File: src/rtl/freq_meter_pkg.sv
// freq_meter_pkg: shared FSM state type and default parameter values for freq_meter
package freq_meter_pkg;
  typedef enum logic {IDLE, GATE} state_t;
  localparam int GATE_CYCLES_DEF = 50000;
  localparam int CNT_W_DEF = 16;
  localparam int PER_W_DEF = 24;
endpackage

File: src/rtl/sync_edge_det.sv
// sync_edge_det: 2-flop synchronizer plus history flop producing a rising-edge pulse
module sync_edge_det
  import freq_meter_pkg::*;
(
  input  logic clk_in,
  input  logic rst_n,
  input  logic sig_in,
  output logic edge_pulse
);
  logic s1_q, s1_d, s2_q, s2_d, hist_q, hist_d;
  // shift the raw input through the synchronizer and history stage
  always_comb begin
    s1_d = sig_in;
    s2_d = s1_q;
    hist_d = s2_q;
  end
  // synchronizer and history registers
  always_ff @(posedge clk_in or negedge rst_n) begin
    if (!rst_n) begin
      s1_q <= 1'b0;
      s2_q <= 1'b0;
      hist_q <= 1'b0;
    end else begin
      s1_q <= s1_d;
      s2_q <= s2_d;
      hist_q <= hist_d;
    end
  end
  assign edge_pulse = s2_q & ~hist_q;
endmodule

File: src/rtl/freq_meter.sv
// freq_meter: gated edge counter with optional period measurement (FREQ_METER_PERIOD_EN)
module freq_meter
  import freq_meter_pkg::*;
#(
  parameter int GATE_CYCLES = GATE_CYCLES_DEF,
  parameter int CNT_W = CNT_W_DEF,
  parameter int PER_W = PER_W_DEF
) (
  input  logic             clk_in,
  input  logic             rst_n,
  input  logic             sig_in,
  input  logic             enable,
  output logic [CNT_W-1:0] freq_count,
  output logic             freq_valid,
  output logic             overflow
`ifdef FREQ_METER_PERIOD_EN
  ,
  output logic [PER_W-1:0] period,
  output logic             period_valid
`endif
);
  localparam int TW = $clog2(GATE_CYCLES);
  localparam logic [TW-1:0] T_LAST = TW'(GATE_CYCLES - 1);
  localparam logic [CNT_W-1:0] C_MAX = '1;
  state_t state_q, state_d;
  logic [TW-1:0] timer_q, timer_d;
  logic [CNT_W-1:0] cnt_q, cnt_d, cnt_nx, freq_count_q, freq_count_d;
  logic flag_q, flag_d, flag_nx, overflow_q, overflow_d, freq_valid_q, freq_valid_d;
  logic edge_p, sat;
  sync_edge_det u_sync (
    .clk_in(clk_in),
    .rst_n(rst_n),
    .sig_in(sig_in),
    .edge_pulse(edge_p)
  );
  // gate FSM: count edges over the window, publish at its last cycle and restart
  always_comb begin
    sat = edge_p && (cnt_q == C_MAX);
    cnt_nx = (edge_p && !sat) ? cnt_q + 1'b1 : cnt_q;
    flag_nx = flag_q | sat;
    state_d = state_q;
    timer_d = '0;
    cnt_d = '0;
    flag_d = 1'b0;
    freq_count_d = freq_count_q;
    overflow_d = overflow_q;
    freq_valid_d = 1'b0;
    if (state_q == IDLE) begin
      state_d = enable ? GATE : IDLE;
    end else if (!enable) begin
      state_d = IDLE;
    end else if (timer_q == T_LAST) begin
      freq_count_d = cnt_nx;
      overflow_d = flag_nx;
      freq_valid_d = 1'b1;
    end else begin
      timer_d = timer_q + 1'b1;
      cnt_d = cnt_nx;
      flag_d = flag_nx;
    end
  end
  // gate FSM and result registers
  always_ff @(posedge clk_in or negedge rst_n) begin
    if (!rst_n) begin
      state_q <= IDLE;
      timer_q <= '0;
      cnt_q <= '0;
      flag_q <= 1'b0;
      freq_count_q <= '0;
      overflow_q <= 1'b0;
      freq_valid_q <= 1'b0;
    end else begin
      state_q <= state_d;
      timer_q <= timer_d;
      cnt_q <= cnt_d;
      flag_q <= flag_d;
      freq_count_q <= freq_count_d;
      overflow_q <= overflow_d;
      freq_valid_q <= freq_valid_d;
    end
  end
  assign freq_count = freq_count_q;
  assign freq_valid = freq_valid_q;
  assign overflow = overflow_q;
`ifdef FREQ_METER_PERIOD_EN
  localparam logic [PER_W-1:0] P_MAX = '1;
  logic [PER_W-1:0] per_q, per_d, per_inc, period_q, period_d;
  logic first_q, first_d, period_valid_q, period_valid_d;
  // period counter: the first edge only arms, later edges publish counter+1
  always_comb begin
    per_inc = (per_q == P_MAX) ? per_q : per_q + 1'b1;
    per_d = per_inc;
    first_d = first_q;
    period_d = period_q;
    period_valid_d = 1'b0;
    if (!enable) begin
      per_d = '0;
      first_d = 1'b0;
    end else if (edge_p) begin
      per_d = '0;
      first_d = 1'b1;
      period_valid_d = first_q;
      period_d = first_q ? per_inc : period_q;
    end
  end
  // period registers
  always_ff @(posedge clk_in or negedge rst_n) begin
    if (!rst_n) begin
      per_q <= '0;
      first_q <= 1'b0;
      period_q <= '0;
      period_valid_q <= 1'b0;
    end else begin
      per_q <= per_d;
      first_q <= first_d;
      period_q <= period_d;
      period_valid_q <= period_valid_d;
    end
  end
  assign period = period_q;
  assign period_valid = period_valid_q;
`endif
endmodule

File: config.mk
export PLATFORM = sky130hd
export DESIGN_NAME = freq_meter
export DESIGN_NICKNAME = d
export VERILOG_FILES = /design/src/rtl/freq_meter_pkg.sv /design/src/rtl/sync_edge_det.sv /design/src/rtl/freq_meter.sv
export SDC_FILE = /design/constraint.sdc
export NUM_CORES = 1
export LEC_CHECK = 0
export ABC_AREA = 1
export BUFFER_PORTS_ARGS = -buffer_cell sky130_fd_sc_hd__buf_2
export CELL_PAD_IN_SITES_DETAIL_PLACEMENT = 0
export CELL_PAD_IN_SITES_GLOBAL_PLACEMENT = 1
export CORE_AREA = 2 2 60 118
export CTS_BUF_LIST = sky130_fd_sc_hd__clkbuf_16
export DETAILED_ROUTE_END_ITERATION = 10
export DIE_AREA = 0 0 62 120
export PLACE_DENSITY = 0.79
export SYNTH_ARGS = -nofsm -noshare
export SYNTH_HDL_FRONTEND = slang
export SYNTH_SLANG_ARGS = --single-unit
export TNS_END_PERCENT = 50
File: constraint.sdc
create_clock -name clk_in -period 1.7 [get_ports clk_in]
set_input_delay 0.17 -clock clk_in [delete_from_list [all_inputs] [get_ports clk_in]]
set_output_delay 0.17 -clock clk_in [all_outputs]
set_load 0.005 [all_outputs]
==> results of run 1 <==
cell families (layout without fill, tap and decap cells):
group	after synthesis	after routing	synth area share (%)
buf+inv	40	81	7.027
compound gates	18	18	4.279
flops	55	55	49.55
simple gates	229	229	36.98
xor+xnor	4	4	1.261
fa+ha+maj	2	2	0.9008
per-stage QoR:
stage	instance area [um2]	hold WS, ns	power [W]
finish	3307	0.3507	0.002569
global route	3307	0.3523	0.002655
global placement	3049	0.1965	0.001430
CTS	3248	0.3520	0.002605
detailed placement	3049	0.1953	0.001431
floorplan	2778	-0.1256	0.001380
state kept, by name (all words and copies together) (netlist names):
register and flops:
timer_q 16, u_sync.s1_q 1, state_q 1, flag_q 1, freq_valid 1, overflow 1, freq_count 16, u_sync.hist_q 1
cnt_q 16, u_sync.hist_d 1
power breakdown:
part / internal [W] / total (W) / switching [W]
logic: 0.0000287 / 0.0000895 / 0.0000608
registers: 0.00132 / 0.00132 / 0.00000494
clock network: 0.000688 / 0.00116 / 0.000470
timing repair:
item | CTS | global route
resized for setup | 1 | 7
gates cloned | 0 | 0
endpoints found under the setup margin | 1 | 22
hold buffers | 3 | 0
buffers inserted | 0 | 4
pin swaps | 0 | 5
endpoints found under the hold margin | 57 | 0
layout make-up:
type                            instances  area, um2
Multi-Input combinational cell        253       1236
Sequential cell                        55       1376
Clock buffer                            5      125.1
Tap cell                               88      110.1
Timing Repair Buffer                   40      296.5
Inverter                               33      123.9
Clock inverter                          3      38.79
Fill cell                             644       3262
placed cells by master (no fill, tap or decap), types with 2 or more instances in the layout:
cell type / count
nor3_1: 6
o21ai_0: 2
nand2_1: 116
a31oi_1: 2
dlygate4sd3_1: 3
nand4_1: 5
nand2_2: 5
nand3_1: 26
nor2_4: 4
nor2_2: 7
o21ai_2: 3
buf_12: 3
o21bai_1: 4
inv_1: 32
nor3b_1: 2
nor2_1: 47
xor2_1: 4
dfrtp_1: 55
buf_4: 12
nand3b_1: 2
a21oi_1: 5
buf_2: 21
clkbuf_16: 5
routing by layer:
layer | vias up | part of all wire (%)
li1 | 1171 | -
met2 | 26 | 58
met1 | 1101 | 38
met3 | 8 | 2.0
met4 | 0 | 2.1
met5 | - | 0
worst paths after layout:
kind,slack (ns),end,cells past startpoint
max reg2reg,0.12,freq_count[8]$_DFFE_PN0P_,9
min reg2reg,0.35,u_sync.hist_d$_DFF_PN0_,0
min in group asynchronous,0.39,freq_count[3]$_DFFE_PN0P_,3
max,0.12,freq_count[8]$_DFFE_PN0P_,9
max in group asynchronous,1.03,freq_count[13]$_DFFE_PN0P_,3
min,0.35,u_sync.hist_d$_DFF_PN0_,0
critical path: cells and delay by family, from the launching register on:
family,cells,cell delay [ns]
buffers and inverters,1,0.14
AND/OR/NAND/NOR,6,0.66
adder cells (fa/ha/maj),1,0.17
flip-flops,1,0.42
AO/OA/AOI/OAI,1,0.12
==> summary.md, run 1 <==
| Metric | Value |
|---|---|
| Clock latency on the worst-skew pair | 0.30 ns |
| Reg2reg start | cnt_q[0]$_DFF_PN0_ |
| Worst-path clk slew | about 0.07 ns |
| Final hold violation count | 0 |
| GRT overflow | 0 |
| Clock sink count | 55 |
| GRT met1 Usage | 19.66% |
| Max_slew headroom | 75.99% |
| Gpl congestion | about 0.79 |
| DRT antenna net count | 0 |
| Synthesis warning total | 0 |
| Drt pass-1 iters | 4 |
| Post-synth ARST share | 100.0% |
| Die height | 120 um |
| Leak | 1.636 nW |
| Net count after synthesis | 354 |
| Critical Path, Cell by Cell | ha_4 > nand2_1 > nor2_4 > nand2_2 > nor2_4 > buf_4 > a21o_1 > nand3_1 > nand2_1 |
| Most Crowded Layer GR | met2 |
| Crit path arrival time | 1.81 ns |
| DP HPWL | 4445 um |
| Met3 Usage GRT | 2.694% |
| Clock root cell | clkbuf_16 |
| Worst slack, placed | -0.02358 ns |
| Fin nets | slightly below 400 |
| Vias | 2306 |
| Core Footprint | 0.006569 mm2 |
| Endpoints failing setup | 0 |
| Crit end category | flip-flop |
| Critical-path top delay cell | dfrtp_1 |
| Drt drc | 0 |
| Die Area | 0.007440 mm2 |
| Sequential area share after synthesis | between 40% and 50% |
| Final Max Slew Viols | 0 |
| I/O Buffers | 21 |
| Gate count of the mapped netlist | 348 |
| Wire length of the first global-routing pass | 10170 um |
| Total CTS buffers | 5 |
| Cell Pwr Density | 776.8 mW/mm2 |
| I/O pin total | 22 |
| Final Cycle Share | 92.95% |
| Area share of the largest cell type after synthesis | 49.55% |
| Crit-path max FO | 6 |
| Synth cell count leaders | 118 x nand2_1, 55 x dfrtp_1, 48 x nor2_1, 32 x inv_1, 26 x nand3_1 |
| Max Cap Viol | 0 |
| CP Data Required Time | 1.93 ns |
| Primary FF master, synth | dfrtp_1 |
| Fin Setup TNS | 0 ns |
| Top post-synthesis cells by area | dfrtp_1 50%, nand2_1 16%, nor2_1 6.5%, nand3_1 4.7%, inv_1 4.3% |
| Fin crit period | 1.580 ns |
| Cell Rows | 42 |
| Final Skew | roughly 0.012 ns |
| FF+latch count, synth | 55 |
| Status | complete, no violations |
| # diodes | 0 |
| Initial antenna violation count | 0 |
| Non-Filler Instances | approximately 480 |
| Pin count of the biggest net entering global routing | 56 |
| Worst path max stage delay | 0.42 ns |
| Post-Route WL | between 6000 and 7000 um |
| Worst hold start | u_sync.s1_q$_DFF_PN0_ |
| DRT iter0 DRCs | 70 |
| GRT Overall Usage | 18.38% |
| Crit. Startpoint | cnt_q[0]$_DFF_PN0_ |
| HP Class | reg -> reg |
| Fmax | 632.9 MHz |
| Number of synthesized flops with an enable pin | 0 |
| Max VDD drop | roughly 0.66 mV |
| Cells after DPL | 462 |
| Top-count cell post-synth | nand2_1 |
| Slack of the critical path | 0.1199 ns |
| Final core occ | 50.34% |
| Least-Margin Pin Slew | 0.3593 ns |
| H-tree depth | 2 |
| WL/cell | ~13 um |
| Via density | 4.834 |
| Met2 GRT Util | ~33% |
| DIE WIDTH | 62 um |
| Cell Area, Synth | between 0.002 and 0.003 mm2 |
| Worst setup path class | reg -> reg |
| RSZ-0062 raised after global routing | no |
| Synth area leader | dfrtp_1 |
| Starting density of the core | 42.29% |
| CTS tree | done |
| Layout cell share with drive strength beyond 1 | between 10% and 20% |
| Max clock buf depth | 2 |
| Crit start category | flip-flop |
| Synth unique cells | 32 |
| Syn-to-layout area delta | 19.05% |
| Vias in the first global route | approximately 2300 |
| Mapped Avg Cell Area | 7.982 um2 |
Power figures use the tool's default switching activity.
==> run 2: changes to the inputs <==
--- a/config.mk
+++ b/config.mk
@@ -9,9 +9,9 @@
 export BUFFER_PORTS_ARGS = -buffer_cell sky130_fd_sc_hd__buf_2
-export CELL_PAD_IN_SITES_DETAIL_PLACEMENT = 0
-export CELL_PAD_IN_SITES_GLOBAL_PLACEMENT = 1
-export CORE_AREA = 2 2 60 118
+export CELL_PAD_IN_SITES_DETAIL_PLACEMENT = 1
+export CELL_PAD_IN_SITES_GLOBAL_PLACEMENT = 2
+export CORE_AREA = 2 2 66 131
 export CTS_BUF_LIST = sky130_fd_sc_hd__clkbuf_16
 export DETAILED_ROUTE_END_ITERATION = 10
-export DIE_AREA = 0 0 62 120
-export PLACE_DENSITY = 0.79
+export DIE_AREA = 0 0 68 133
+export PLACE_DENSITY = 0.8
 export SYNTH_ARGS = -nofsm -noshare
==> constraint.sdc (replaced) <==
create_clock -name clk_in -period 1.7 [get_ports clk_in]
set_input_delay 0.34 -clock clk_in [delete_from_list [all_inputs] [get_ports clk_in]]
set_output_delay 0.34 -clock clk_in [all_outputs]
set_load 0.005 [all_outputs]
==> run 2 against run 1 <==
  * Core utilization decreased by 9.9 points
  * Total power decreased by 0.31%
  * Critical path type unchanged
  * Critical endpoint is now freq_count[12]$_DFFE_PN0P_
  * Sequential power about the same
==> summary.md, run 2 (synthesis gave the netlist of run 1 again) <==
| Metric | Value |
|---|---|
| Status | complete, no violations (unchanged) |
| Wire length of the first global-routing pass | 11570 um (was 10170 um) |
| Worst setup path class | reg -> reg (unchanged) |
| DRT iter0 DRCs | 36 (was 70) |
| WL/cell | 13.74 um (was 13.12 um) |
| Cell Rows | 47 (was 42) |
| CP Data Required Time | 1.89 ns (was 1.93 ns) |
| DP HPWL | 4956 um (was 4445 um) |
| Gpl congestion | 0.8137 (was 0.7897) |
| Final hold violation count | 0 (unchanged) |
| FF+latch area | 0.001378 mm2 (was 0.001376 mm2) |
| Filler cells | 1021 (was 644) |
| Routed wl met2 | 3627 um (was 3629 um) |
| Max Cap Viol | 0 (unchanged) |
| DRT antenna net count | 0 (unchanged) |
| RSZ-0062 raised after global routing | yes (was no) |
| Clock root cell | clkbuf_16 (unchanged) |
| Crit end category | flip-flop (unchanged) |
| Overall Power | 0.002561 W (was 0.002569 W) |
| Total CTS buffers | 5 (unchanged) |
| Fin Setup TNS | 0 ns (unchanged) |
| Fin nets | 388 (was 394) |
| Critical R2R Capture | freq_count[12]$_DFFE_PN0P_ (was freq_count[8]$_DFFE_PN0P_) |
| Drt pass-1 iters | 4 (unchanged) |
| I/O Buffers | 21 (unchanged) |
| GRT Overall Usage | 16.52% (was 18.38%) |
| Syn-to-layout area delta | 18.11% (was 19.05%) |
| Vias in the first global route | 2574 (was 2259) |
| Clock latency on the worst-skew pair | 0.30 ns (about the same) |
| Comb pwr share | 3.3% (was 3.5%) |
| Net Sw Frac | 20.83% (was 20.85%) |
| Hold Path Stages | 1 (was 0) |
| Least-Margin Pin Slew | 0.3922 ns (was 0.3593 ns) |
| Max_slew headroom | 73.85% (was 75.99%) |
| Max VDD drop | 0.6622 mV (was 0.6610 mV) |
| Clock group share of total power | 45.1% (about the same) |
| Via density | 4.871 (was 4.834) |
| Crit start category | flip-flop (unchanged) |
| Post-Route WL | 6607 um (was 6257 um) |
| Die Area | 0.009044 mm2 (was 0.007440 mm2) |
| # diodes | 0 (unchanged) |
| Worst-path clk slew | 0.07 ns (about the same) |
| Crit-path max FO | 6 (unchanged) |
| Leading cell type in the layout, fill and taps excluded | nand2_1 (unchanged) |
| CTS tree | done (unchanged) |
| Final Skew | 0.01009 ns (was 0.01151 ns) |
| Cell Pwr Density | 780.6 mW/mm2 (was 776.8 mW/mm2) |
| Starting density of the core | 34.23% (was 42.29%) |
| Area of the multi-input gates | 0.001242 mm2 (was 0.001236 mm2) |
| Drt drc | 0 (unchanged) |
| Max clock buf depth | 2 (unchanged) |
| Clock sink count | 55 (unchanged) |
| Reg power frac | 51.6% (was 51.4%) |
| Die height | 133 um (was 120 um) |
| HP Class | in -> reg (was reg -> reg) |
| Fmax | 635.4 MHz (was 632.9 MHz) |
| Worst hold start | sig_in (was u_sync.s1_q$_DFF_PN0_) |
| Layout cell share with drive strength beyond 1 | 18.02% (was 18.51%) |
| Flop2flop setup slack | 0.13 ns (was 0.12 ns) |
| DIE WIDTH | 68 um (was 62 um) |
| Reg2reg start | cnt_q[1]$_DFF_PN0_ (was cnt_q[0]$_DFF_PN0_) |
| Highest routed metal layer | met4 (unchanged) |
| H-tree depth | 2 (unchanged) |
| Most frequent cells in the layout | 117 x nand2_1, 54 x dfrtp_1, 48 x nor2_1 (was 116 x nand2_1, 55 x dfrtp_1, 47 x nor2_1) |
| Leak | 1.608 nW (was 1.636 nW) |
| Crit path arrival time | 1.76 ns (was 1.81 ns) |
| Switch Pwr | 0.0005334 W (was 0.0005356 W) |
| Core Footprint | 0.008115 mm2 (was 0.006569 mm2) |
| GRT overflow | 0 (unchanged) |
| Met1 WL | 2722 um (was 2368 um) |
| Endpoints failing setup | 0 (unchanged) |
| Internal | 0.002027 W (was 0.002033 W) |
| I/O pin total | 22 (unchanged) |
| Crit. Startpoint | cnt_q[1]$_DFF_PN0_ (was cnt_q[0]$_DFF_PN0_) |
| Initial antenna violation count | 0 (unchanged) |
| Pin count of the biggest net entering global routing | 42 (was 56) |
| CP endpoint | freq_count[12]$_DFFE_PN0P_ (was freq_count[8]$_DFFE_PN0P_) |
| Vias | 2343 (was 2306) |
| Fin crit period | 1.574 ns (was 1.580 ns) |
| R2R depth | 10 (was 9) |
| Routed wl met3 | 152 um (was 126 um) |
| Final Max Slew Viols | 0 (unchanged) |
| Final Cycle Share | 92.58% (was 92.95%) |
==> run 2: cell count changes in the layout (fill, tap and decap cells not counted), sizes merged <==
cell	previous run	this run
dlygate4sd3	3	1
buf	37	33
==> run 2: critical path: stages, from the launching register on <==
cell and delay [ns]:
dfrtp_1 0.43, ha_4 0.17, nand2_1 0.08, nor2_4 0.16
nand2_2 0.11, nor2_4 0.17, nand3_1 0.10, nand2_1 0.09
nand2_1 0.06, nand2_1 0.06, nand2_1 0.04
==> run 2: through the flow <==
stage               cells  hold slack, ns  worst slack [ns]  cell area, um2  utilization (%)
floorplan             348         0.04441            0.2627            2778                -
global placement      471          0.2777            0.1354            3054            37.63
detailed placement    471          0.2875           0.07440            3054            37.63
CTS                   480          0.1442           0.04076            3228            39.78
global route          481          0.1443          -0.01647            3281            40.43
finish                481          0.1544            0.1261            3281            40.43
==> run 2: how the worst min path moves through the flow <==
stage / to / slack (ns)
floorplan: cnt_q[0]$_DFF_PN0_ / 0.04
global placement: timer_q[9]$_DFF_PN0_ / 0.28
detailed placement: timer_q[7]$_DFF_PN0_ / 0.29
CTS: u_sync.s1_q$_DFF_PN0_ / 0.14
global route: u_sync.s1_q$_DFF_PN0_ / 0.14
finish: u_sync.s1_q$_DFF_PN0_ / 0.15
==> run 2: power groups by stage <==
stage                      logic, W  clock network (W)  registers, W
final                     0.0000838            0.00116       0.00132
after global routing      0.0000963            0.00125       0.00132
after CTS                 0.0000875            0.00120       0.00132
after detailed placement  0.0000853                  0       0.00135
after global placement    0.0000826                  0       0.00135
after floorplan           0.0000350                  0       0.00135
==> run 2: what timing repair did <==
action | 4_1_cts | 5_1_grt
setup endpoints to repair | 0 | 34
endpoints found under the hold margin | 14 | 0
resized for setup | 0 | 11
buffers inserted | 0 | 1
hold buffers | 1 | 0
==> run 2: layout make-up <==
type / instances / share of cell area [%]
repair buffers: 34 / 7.628
clock buffers: 5 / 3.814
inverters: 33 / 3.776
well taps: 98 / 3.738
clock inverters: 3 / 1.182
multi-input cells: 253 / 37.87
flip-flops and latches: 55 / 41.99
==> run 2: layer usage <==
layer  vias up  global-route usage (%)
li1       1155                       -
met5         -                       0
met2        22                   29.77
met1      1159                   18.70
met3         7                   3.061
met4         0                   5.333
==> run 3: changes to the inputs <==
CORE_AREA = 2 2 64 126   (was 2 2 66 131)
DIE_AREA = 0 0 66 128   (was 0 0 68 133)
PLACE_DENSITY = 0.85   (was 0.8)
clock period = 1.95 ns   (was 1.7 ns; I/O delays follow)
==> run 3 against run 2 <==
  * Clock power down 14%
  * Global-route usage up 1.6 points
  * Core utilization up 1.4 points
  * Total power down 13%
  * Sequential share of layout area up 1.7 points
  * Critical endpoint is now freq_count[14]$_DFFE_PN0P_
  * Largest cell class unchanged
  * Largest power group unchanged
==> summary.md, run 3 (synthesis gave the netlist of run 1 again) <==
| Metric | Value |
|---|---|
| Hold Buf Count CTS | 0 (was 1) |
| Post-Route WL | 6739 um (was 6607 um) |
| Fin crit period | 1.657 ns (was 1.574 ns) |
| RSZ-0062 raised after global routing | no (was yes) |
| Slack of the critical path | 0.2926 ns (was 0.1261 ns) |
| Setup Fix Bufs, Post-CTS | 0 (unchanged) |
| Final Cycle Share | 85.00% (was 92.58%) |
| Worst-path clk slew | 0.07 ns (about the same) |
| Worst slack, placed | 0.2659 ns (was 0.07440 ns) |
| I/O Buffers | 21 (unchanged) |
| Drt drc | 0 (unchanged) |
| Die height | 128 um (was 133 um) |
| Final hold violation count | 0 (unchanged) |
| Layout cell share with drive strength beyond 1 | 15.16% (was 18.02%) |
| Starting density of the core | 36.82% (was 34.23%) |
| Total CTS buffers | 5 (unchanged) |
| Critical Path, Cell by Cell | ha_1 > nand2_1 > nor2_2 > nand2_2 > nor2_4 > nor2_2 > nand2_1 > nand2_1 > nand2_1 > nand2_1 (was ha_4 > nand2_1 > nor2_4 > nand2_2 > nor2_4 > nand3_1 > nand2_1 > nand2_1 > nand2_1 > nand2_1) |
| Max VDD drop | 0.4731 mV (was 0.6622 mV) |
| Least-Margin Pin Slew | 0.4664 ns (was 0.3922 ns) |
| Via density | 4.817 (was 4.871) |
| Core Footprint | 0.007545 mm2 (was 0.008115 mm2) |
| R2R depth | 10 (unchanged) |
| Leading cell type in the layout, fill and taps excluded | nand2_1 (unchanged) |
| Cell Pwr Density | 704.9 mW/mm2 (was 780.6 mW/mm2) |
| Gpl congestion | 0.8422 (was 0.8137) |
| Worst setup path class | reg -> reg (unchanged) |
| Crit end category | flip-flop (unchanged) |
| CTS tree | done (unchanged) |
| Wire length of the first global-routing pass | 11550 um (was 11570 um) |
| FF+latch area | 0.001376 mm2 (was 0.001378 mm2) |
| Crit path arrival time | 1.84 ns (was 1.76 ns) |
| # diodes | 0 (unchanged) |
| I/O pin total | 22 (unchanged) |
| GRT overflow | 0 (unchanged) |
| Cell repeated most along the worst path | nand2_1 (unchanged) |
| CP Data Required Time | 2.14 ns (was 1.89 ns) |
| Status | complete, no violations (unchanged) |
| Max clock buf depth | 2 (unchanged) |
| DRT antenna net count | 0 (unchanged) |
| Die Area | 0.008448 mm2 (was 0.009044 mm2) |
| DIE WIDTH | 66 um (was 68 um) |
| Fin Setup TNS | 0 ns (unchanged) |
| Initial antenna violation count | 0 (unchanged) |
| Filler cells | 941 (was 1021) |
| Cell Rows | 45 (was 47) |
| Bufs and invs on worst path | 0 (unchanged) |
| H-tree depth | 2 (unchanged) |
| Vias | 2264 (was 2343) |
| Max Cap Viol | 0 (unchanged) |
| DRT iter0 DRCs | 67 (was 36) |
| GRT Overall Usage | 18.10% (was 16.52%) |
| HP Class | in -> async (was in -> reg) |
| Endpoints failing setup | 0 (unchanged) |
| Crit start category | flip-flop (unchanged) |
| Critical-path top delay cell | dfrtp_1 (unchanged) |
| Pin count of the biggest net entering global routing | 40 (was 42) |
| Fin nets | 382 (was 388) |
| Most frequent cells in the layout | 118 x nand2_1, 55 x dfrtp_1, 48 x nor2_1 (was 117 x nand2_1, 54 x dfrtp_1, 48 x nor2_1) |
| Critical R2R Capture | freq_count[14]$_DFFE_PN0P_ (was freq_count[12]$_DFFE_PN0P_) |
| Final Skew | 0.005088 ns (was 0.01009 ns) |
| Reg2reg start | cnt_q[0]$_DFF_PN0_ (was cnt_q[1]$_DFF_PN0_) |
| CP top delay family | simple AND/OR/NAND/NOR gates (unchanged) |
| Leak | 1.564 nW (was 1.608 nW) |
| Clock latency on the worst-skew pair | 0.30 ns (about the same) |
| Cells after DPL | 463 (was 471) |
| WL/cell | 14.34 um (was 13.74 um) |
| Worst path max stage delay | 0.40 ns (was 0.43 ns) |
| Non-Filler Instances | 470 (was 481) |
| Crit-path max FO | 7 (was 6) |
| Post-CTS sizing | 0 (unchanged) |
| Vias in the first global route | 2494 (was 2574) |
| Area of the multi-input gates | 0.001206 mm2 (was 0.001242 mm2) |
| Flop2flop setup slack | 0.29 ns (was 0.13 ns) |
| Fmax | 603.3 MHz (was 635.4 MHz) |
| Drt pass-1 iters | 4 (unchanged) |
| DP HPWL | 5099 um (was 4956 um) |
| Clock sink count | 55 (unchanged) |
| Syn-to-layout area delta | 13.51% (was 18.11%) |
| Clock root cell | clkbuf_16 (unchanged) |
| Max_slew headroom | 68.86% (was 73.85%) |
| Final Max Slew Viols | 0 (unchanged) |
==> run 3: changes by cell type in the layout (fill, tap and decap cells not counted), sizes merged <==
cell	previous run	this run
dlygate4sd3	1	0
clkinv	2	0
buf	33	28
inv	33	34
==> run 3: worst max path at each step <==
| stage | cells past startpoint | startpoint | to |
|---|---|---|---|
| after floorplan | 11 | timer_q[0]$_DFF_PN0_ | freq_count[3]$_DFFE_PN0P_ |
| after global placement | 10 | cnt_q[0]$_DFF_PN0_ | freq_count[2]$_DFFE_PN0P_ |
| after detailed placement | 10 | cnt_q[0]$_DFF_PN0_ | freq_count[2]$_DFFE_PN0P_ |
| after CTS | 10 | cnt_q[0]$_DFF_PN0_ | freq_count[2]$_DFFE_PN0P_ |
| after global routing | 9 | timer_q[0]$_DFF_PN0_ | cnt_q[13]$_DFF_PN0_ |
| final | 10 | cnt_q[0]$_DFF_PN0_ | freq_count[14]$_DFFE_PN0P_ |
==> run 3: area by class of cell <==
cell class	count	share of cell area [%]
Clock buffer	5	3.968
Tap cell	94	3.730
Inverter	33	3.929
Clock inverter	2	1.071
Sequential cell	55	43.65
Multi-Input combinational cell	253	38.25
Timing Repair Buffer	28	5.397
==> run 3: stage by stage <==
step	hold WS [ns]	power, W	instance area, um2	util, %
3_3_place_gp	0.3338	0.001245	2994	39.68
2_1_floorplan	0.09441	0.001203	2778	-
3_5_place_dp	0.3363	0.001246	2994	39.68
5_1_grt	0.04754	0.002318	3153	41.79
6_report	0.02250	0.002223	3153	41.79
4_1_cts	0.04009	0.002266	3153	41.79
==> run 3: where the power goes <==
| group | internal (W) | total [W] | leakage, nW | switching (W) |
|---|---|---|---|---|
| registers | 0.00115 | 0.00115 | 0.758 | 0.00000418 |
| logic | 0.0000167 | 0.0000684 | 0.725 | 0.0000517 |
| clock network | 0.000595 | 0.00100 | 0.0811 | 0.000407 |
==> run 3: metal layers <==
layer / part of all wire [%] / track usage [%] / vias up
li1: - / - / 1146
met1: 38 / 18.67 / 1085
met2: 58 / 34.17 / 22
met3: 1.9 / 3.424 / 11
met4: 2.5 / 7.803 / 0
met5: 0 / 0 / -
